===== config.mk =====
export PLATFORM = sky130hd
export DESIGN_NAME = simplez_ctrl_unit
export DESIGN_NICKNAME = d
export VERILOG_FILES = /design/src/rtl/simplez_pkg.sv /design/src/rtl/simplez_opdec.sv /design/src/rtl/simplez_ctrl_unit.sv
export SDC_FILE = /design/constraint.sdc
export NUM_CORES = 1
export LEC_CHECK = 0
export ABC_AREA = 1
export BUFFER_PORTS_ARGS = -buffer_cell sky130_fd_sc_hd__buf_4
export CAP_MARGIN = 15
export CORE_AREA = 5 5 42 44
export CTS_CLUSTER_SIZE = 24
export DETAILED_ROUTE_END_ITERATION = 10
export DIE_AREA = 0 0 47 49
export GPL_TIMING_DRIVEN = 0
export SKIP_CTS_REPAIR_TIMING = 1
export SYNTH_ARGS = -nofsm -noshare
export SYNTH_HDL_FRONTEND = slang
export SYNTH_HIERARCHICAL = 1
export SYNTH_SLANG_ARGS = --single-unit

===== constraint.sdc =====
create_clock -name clk -period 2 [get_ports clk]
set_input_delay 0.1 -clock clk [delete_from_list [all_inputs] [get_ports clk]]
set_output_delay 0.1 -clock clk [all_outputs]
set_load 0.005 [all_outputs]

===== src/rtl/simplez_pkg.sv =====
// ---------------------------------------------------------------------------
// Module : simplez_pkg
// Brief  : Shared constants and types for the SIMPLEZ hardwired control unit
// Rev    : 1.0  initial release
// ---------------------------------------------------------------------------
`default_nettype none

package simplez_pkg;

  localparam int CO_W    = 3;
  localparam int ALUOP_W = 2;

  // Opcodes as found in RI[11:9]
  localparam logic [2:0] OP_ST   = 3'd0;
  localparam logic [2:0] OP_LD   = 3'd1;
  localparam logic [2:0] OP_ADD  = 3'd2;
  localparam logic [2:0] OP_BR   = 3'd3;
  localparam logic [2:0] OP_BZ   = 3'd4;
  localparam logic [2:0] OP_CLR  = 3'd5;
  localparam logic [2:0] OP_DEC  = 3'd6;
  localparam logic [2:0] OP_HALT = 3'd7;

  // ALU operation select
  localparam logic [1:0] ALU_TRA2 = 2'd0;
  localparam logic [1:0] ALU_SUM  = 2'd1;
  localparam logic [1:0] ALU_DEC1 = 2'd2;
  localparam logic [1:0] ALU_ZERO = 2'd3;

  // Sequencer states
  typedef enum logic [2:0] {
    S_I0  = 3'd0,
    S_I1  = 3'd1,
    S_O0  = 3'd2,
    S_O1  = 3'd3,
    S_HLT = 3'd4
  } state_t;

endpackage

`default_nettype wire


===== src/rtl/simplez_opdec.sv =====
// ---------------------------------------------------------------------------
// Module : simplez_opdec
// Brief  : Classifies a SIMPLEZ opcode into instruction groups
// Rev    : 1.0  initial release
// ---------------------------------------------------------------------------
`default_nettype none

module simplez_opdec
  import simplez_pkg::*;
#(
  parameter int CO_W = 3
) (
  input  logic [CO_W-1:0] co,
  output logic            is_mem,
  output logic            is_branch,
  output logic            is_alu1,
  output logic            is_halt
);

  // Group decode: memory-operand, branch, single-operand ALU, halt
  always_comb begin
    is_mem    = 1'b0;
    is_branch = 1'b0;
    is_alu1   = 1'b0;
    is_halt   = 1'b0;
    case (co)
      OP_ST, OP_LD, OP_ADD: is_mem    = 1'b1;
      OP_BR, OP_BZ:         is_branch = 1'b1;
      OP_CLR, OP_DEC:       is_alu1   = 1'b1;
      OP_HALT:              is_halt   = 1'b1;
      default:              is_halt   = 1'b0;
    endcase
  end

endmodule

`default_nettype wire


===== src/rtl/simplez_ctrl_unit.sv =====
// ---------------------------------------------------------------------------
// Module : simplez_ctrl_unit
// Brief  : Hardwired sequencer for the SIMPLEZ CPU with memory-ready wait
//          states and HALT resume. Outputs are decoded combinationally from
//          the current state and inputs; state advances on the falling edge,
//          the same edge on which the datapath samples the microorders.
// Rev    : 1.0  initial release
// ---------------------------------------------------------------------------
`default_nettype none

module simplez_ctrl_unit
  import simplez_pkg::*;
#(
  parameter int CO_W    = 3,
  parameter int ALUOP_W = 2
) (
  input  logic               clk,
  input  logic               rstn,
  input  logic [CO_W-1:0]    co,
  input  logic               z,
  input  logic               mem_rdy,
  input  logic               run,
  output logic               lec,
  output logic               esc,
  output logic               era,
  output logic               eri,
  output logic               sri,
  output logic               scp,
  output logic               ecp,
  output logic               incp,
  output logic               eac,
  output logic               sac,
  output logic [ALUOP_W-1:0] alu_op,
  output logic               stop
);

  state_t state;
  state_t state_nxt;

  logic is_mem;
  logic is_branch;
  logic is_alu1;
  logic is_halt;

  // Ungated microorders; masked by rstn before leaving the block
  logic               lec_c, esc_c, era_c, eri_c, sri_c, scp_c;
  logic               ecp_c, incp_c, eac_c, sac_c, stop_c;
  logic [ALUOP_W-1:0] alu_c;

  simplez_opdec #(
    .CO_W (CO_W)
  ) u_opdec (
    .co        (co),
    .is_mem    (is_mem),
    .is_branch (is_branch),
    .is_alu1   (is_alu1),
    .is_halt   (is_halt)
  );

  // State register, advanced on the falling edge alongside the datapath
  always_ff @(negedge clk or negedge rstn) begin
    if (!rstn) begin
      state <= S_I0;
    end else begin
      state <= state_nxt;
    end
  end

  // Next-state and microorder decode
  always_comb begin
    state_nxt = state;
    lec_c     = 1'b0;
    esc_c     = 1'b0;
    era_c     = 1'b0;
    eri_c     = 1'b0;
    sri_c     = 1'b0;
    scp_c     = 1'b0;
    ecp_c     = 1'b0;
    incp_c    = 1'b0;
    eac_c     = 1'b0;
    sac_c     = 1'b0;
    stop_c    = 1'b0;
    alu_c     = ALUOP_W'(ALU_TRA2);

    case (state)
      S_I0: begin
        // Fetch: RI and CP update only on the cycle the read completes
        lec_c = 1'b1;
        if (mem_rdy) begin
          eri_c     = 1'b1;
          incp_c    = 1'b1;
          state_nxt = S_I1;
        end
      end

      S_I1: begin
        if (is_mem) begin
          sri_c     = 1'b1;
          era_c     = 1'b1;
          state_nxt = S_O0;
        end else if (is_branch) begin
          era_c = 1'b1;
          if ((co == CO_W'(OP_BR)) || z) begin
            sri_c = 1'b1;
            ecp_c = 1'b1;
          end else begin
            scp_c = 1'b1;
          end
          state_nxt = S_I0;
        end else if (is_alu1) begin
          eac_c     = 1'b1;
          alu_c     = (co == CO_W'(OP_CLR)) ? ALUOP_W'(ALU_ZERO) : ALUOP_W'(ALU_DEC1);
          scp_c     = 1'b1;
          era_c     = 1'b1;
          state_nxt = S_I0;
        end else if (is_halt) begin
          stop_c    = 1'b1;
          state_nxt = S_HLT;
        end else begin
          state_nxt = S_I0;
        end
      end

      S_O0: begin
        // Operand access; strobes held until the memory completes
        if (co == CO_W'(OP_ST)) begin
          sac_c = 1'b1;
          esc_c = 1'b1;
        end else begin
          lec_c = 1'b1;
          alu_c = (co == CO_W'(OP_ADD)) ? ALUOP_W'(ALU_SUM) : ALUOP_W'(ALU_TRA2);
        end
        if (mem_rdy) begin
          eac_c     = (co != CO_W'(OP_ST));
          state_nxt = S_O1;
        end
      end

      S_O1: begin
        // Point RA back at CP for the next fetch
        scp_c     = 1'b1;
        era_c     = 1'b1;
        state_nxt = S_I0;
      end

      S_HLT: begin
        stop_c = 1'b1;
        if (run) begin
          state_nxt = S_O1;
        end
      end

      default: begin
        state_nxt = S_I0;
      end
    endcase
  end

  // Everything is held low while reset is asserted
  assign lec    = rstn & lec_c;
  assign esc    = rstn & esc_c;
  assign era    = rstn & era_c;
  assign eri    = rstn & eri_c;
  assign sri    = rstn & sri_c;
  assign scp    = rstn & scp_c;
  assign ecp    = rstn & ecp_c;
  assign incp   = rstn & incp_c;
  assign eac    = rstn & eac_c;
  assign sac    = rstn & sac_c;
  assign stop   = rstn & stop_c;
  assign alu_op = rstn ? alu_c : '0;

endmodule

`default_nettype wire


# == Word-level counts from Yosys, hierarchy flattened ==
# Index checks and enable logic that the tools add are counted.
# word_totals
ff_bits,3
output_inout_bits,13
# classes
eq_ne,14
muxes,49
n_bitwise,9
n_reduce_logical,8
# ops
operator,n
$mux 1,31
$mux 3,7
$eq 3x3->1 const B,5
$eq 3x2->1 const B,4
$pmux 3 s4,1
$pmux 1 s2,5
$and 1x1->1,9
$mux 2,4
$eq 3x1->1 const B,2
$logic_not 3->1,2
$ne 2x2->1 const B,3
$pmux 2 s2,1
$reduce_or 2->1,2
$reduce_and 3->1,1
$reduce_bool 3->1,1
$reduce_or 3->1,1
$logic_or 1x1->1,1

# == Logic depth before layout (Yosys ltp) ==
# depth
ltp_word,8
mapped_depth,8
depth_no_buf,8

# == Hierarchy ==
# Netlist, hierarchy kept.
# modules_own_cells
module,n_inst,cells_each,area_per_inst_um2,seq_area_each_um2
simplez_ctrl_unit,1,73,386.6,75.1
simplez_opdec,1,13,53.8,0.0

==> flow_summary.json <==
{
  "violations": "negative setup slack",
  "final_nets": 123,
  "r2r_start": "state[2]$_DFFE_NN0P_",
  "coreArea_um2": 1400,
  "critPathCapture": "scp",
  "worstPathRequired_ps": 1900,
  "num_vias": 584,
  "synthesis.nets": 94,
  "fin_worst_skew_ps": 6.51,
  "insertion_delay_ps": 250,
  "worstSetupEndpointType": "output pin",
  "grt_pass1_vias": 531,
  "hold_viol_final": 0,
  "fin_setup_tns_ps": -5920,
  "reg2reg_depth": 6,
  "synth_area_um2": 440,
  "ys_top_cells_by_area": "nand2_1 (27%), dfrtn_1 (17%), inv_1 (10%)",
  "wl_met2_um": 604,
  "report.power.total_uw": 563,
  "grt_use_total": 0.121,
  "timing.final.ws_setup_ps": -524,
  "fp-row-count": 14,
  "multi_input_area_um2": 339,
  "clkTransAtPathRegs_ps": 40,
  "drt-initial-drc-count": 5,
  "critPathLaunchType": "flip-flop",
  "p_sw_frac": 0.447,
  "antenna_left": 0,
  "largest_reg_flops": 3,
  "overflow": 0,
  "maxCapViolCount": 0,
  "hp-class": "input pin to asynchronous set/reset pin",
  "ys.warnings.count": 6,
  "drive_gt1_frac": 0.386,
  "slowest_delay_ps": 530,
  "power_frac_seq": 0.199,
  "critPathBufInv": 1,
  "initial_utilization": 0.314,
  "die_width_um": 47,
  "crit_start": "state[0]$_DFFE_NN0P_",
  "grt_max_degree": 11,
  "drtPass1Iterations": 4,
  "rsz0062_at_grt": "yes",
  "clkSinkCount": 3,
  "cts_made_buffers": 3,
  "n_antenna_cell": 0,
  "synth_top_cell_by_area": "nand2_1",
  "leakage_uw": 0.000394,
  "seq_area_um2": 75.1,
  "p_comb_frac": 0.603,
  "intPower_uw": 311,
  "cts_buffer_depth": 2,
  "worst_slew_pin_slew_ps": 300,
  "crit_cells": 7,
  "yosysSeqAreaShare": 0.170,
  "drc_errors": 0,
  "routed.top_layer": "met3",
  "cp_max_fo": 6,
  "wl_met3_um": 44,
  "peakVddDrop_uv": 477,
  "wl_per_cell_um": 9.48,
  "detailed_place_hpwl_um": 953,
  "die_h_um": 49,
  "crit_arrival_ps": 2420,
  "maxSlewViolCount": 0,
  "cts_tree": "built",
  "num_io_pins": 21,
  "routed_via_density": 4.49,
  "numPortBuffers": 20,
  "grt_antenna_before_repair": 0,
  "ys_ff_latch": 3,
  "gp_congestion": 0.714,
  "critPathSlowestCell": "dfrtn_1",
  "reg_top3": "state (3)",
  "crit_type": "flip-flop to output pin",
  "crit_path_cell_trace": "nand2_2 > nor2_2 > nand2_2 > nor2_1 > nand2_1 > nand2_1 > buf_4",
  "fillerInstances": 151,
  "slew-limit-headroom": 0.800,
  "syn-instance-count": 86,
  "synth_top_area_share": 0.273,
  "status": "complete, but fails checks",
  "area_delta_synth_final_pct": 61.6,
  "root_buffer": "clkbuf_4",
  "die_area_um2": 2300,
  "yosysUniqueCellTypes": 13,
  "setup_viol": 13,
  "wl_met1_um": 585,
  "cpLargestDelayFamily": "simple AND/OR/NAND/NOR gates",
  "p_per_area_nw_per_um2": 791,
  "wl_mm": 1.23,
  "switchingPower_uw": 252,
  "regMostFlops": "state",
  "pwr-share-clk": 0.198,
  "regToRegSetupSlack_ps": 860,
  "r2r-end": "state[1]$_DFFE_NN0P_",
  "grt_pass1_wl_mm": 2.17,
  "synth_area_per_cell_um2": 5.12,
  "htreeDepth": 1
}
layout by cell type, fill, tap and decap left out:
cell type	n
buf_4	25
dfrtn_1	3
nor2_4	1
nor3_2	2
a21oi_2	4
clkbuf_4	3
clkbuf_1	1
nand2_2	3
nor3_4	1
nor2_2	2
nand3b_1	1
a21oi_1	3
nand2_1	29
nor2_1	9
nand3_1	8
inv_1	12
buf_6	1
inv_2	2
o21ai_0	2
nor3_1	2
how the worst min path moves through the flow:
| stage | cells after the start | to | slack (ps) |
|---|---|---|---|
| after floorplan | 2 | esc | 300 |
| after global placement | 4 | eac | 570 |
| after detailed placement | 4 | eac | 570 |
| after CTS | 1 | state[2]$_DFFE_NN0P_ | 520 |
| after global routing | 1 | state[2]$_DFFE_NN0P_ | 520 |
| final | 1 | state[2]$_DFFE_NN0P_ | 530 |
stage by stage:
step	area, um^2	utilization	worst slack, ps	hold WS (ps)	cells
2_1_floorplan	468	-	-103	296	86
3_3_place_gp	638	0.455	-287	567	122
3_5_place_dp	638	0.455	-290	566	122
4_1_cts	664	0.474	-544	523	126
5_1_grt	712	0.508	-639	521	130
6_report	712	0.508	-524	529	130
synth_stat cells:
master	n
a21oi_1	7
inv_2	2
dfrtn_1	3
nor3_1	3
nand3_1	8
nand3b_1	1
nor2_1	10
inv_1	12
nand2_1	32
o21ai_0	2
nor2_2	2
buf_4	2
nor3_2	2
power groups by stage:
stage	combinational [uW]	sequential (uW)	clock, uW
CTS	284	116	116
global route	384	116	123
floorplan	189	110	0
detailed placement	282	118	0
global placement	282	117	0
finish	339	112	112
per-layer routing:
layer  up-vias  GRT usage
met5         -          0
met4         0     0.0276
met3         0     0.0295
li1        323          -
met1       250      0.178
met2        11      0.172
cell families after synthesis:
kind of cell    count (synthesis)  synth area share
compound gates                  9             0.102
buf+inv                        16             0.153
flops                           3             0.170
simple gates                   58             0.574
layout make-up:
| cell class | instances | area share |
|---|---|---|
| repair buffers | 24 | 0.258 |
| clock buffers | 4 | 0.0369 |
| well taps | 16 | 0.0281 |
| plain buffers | 2 | 0.0211 |
| multi-input cells | 67 | 0.476 |
| flip-flops and latches | 3 | 0.105 |
| inverters | 14 | 0.0738 |
Power figures use the tool's default switching activity.
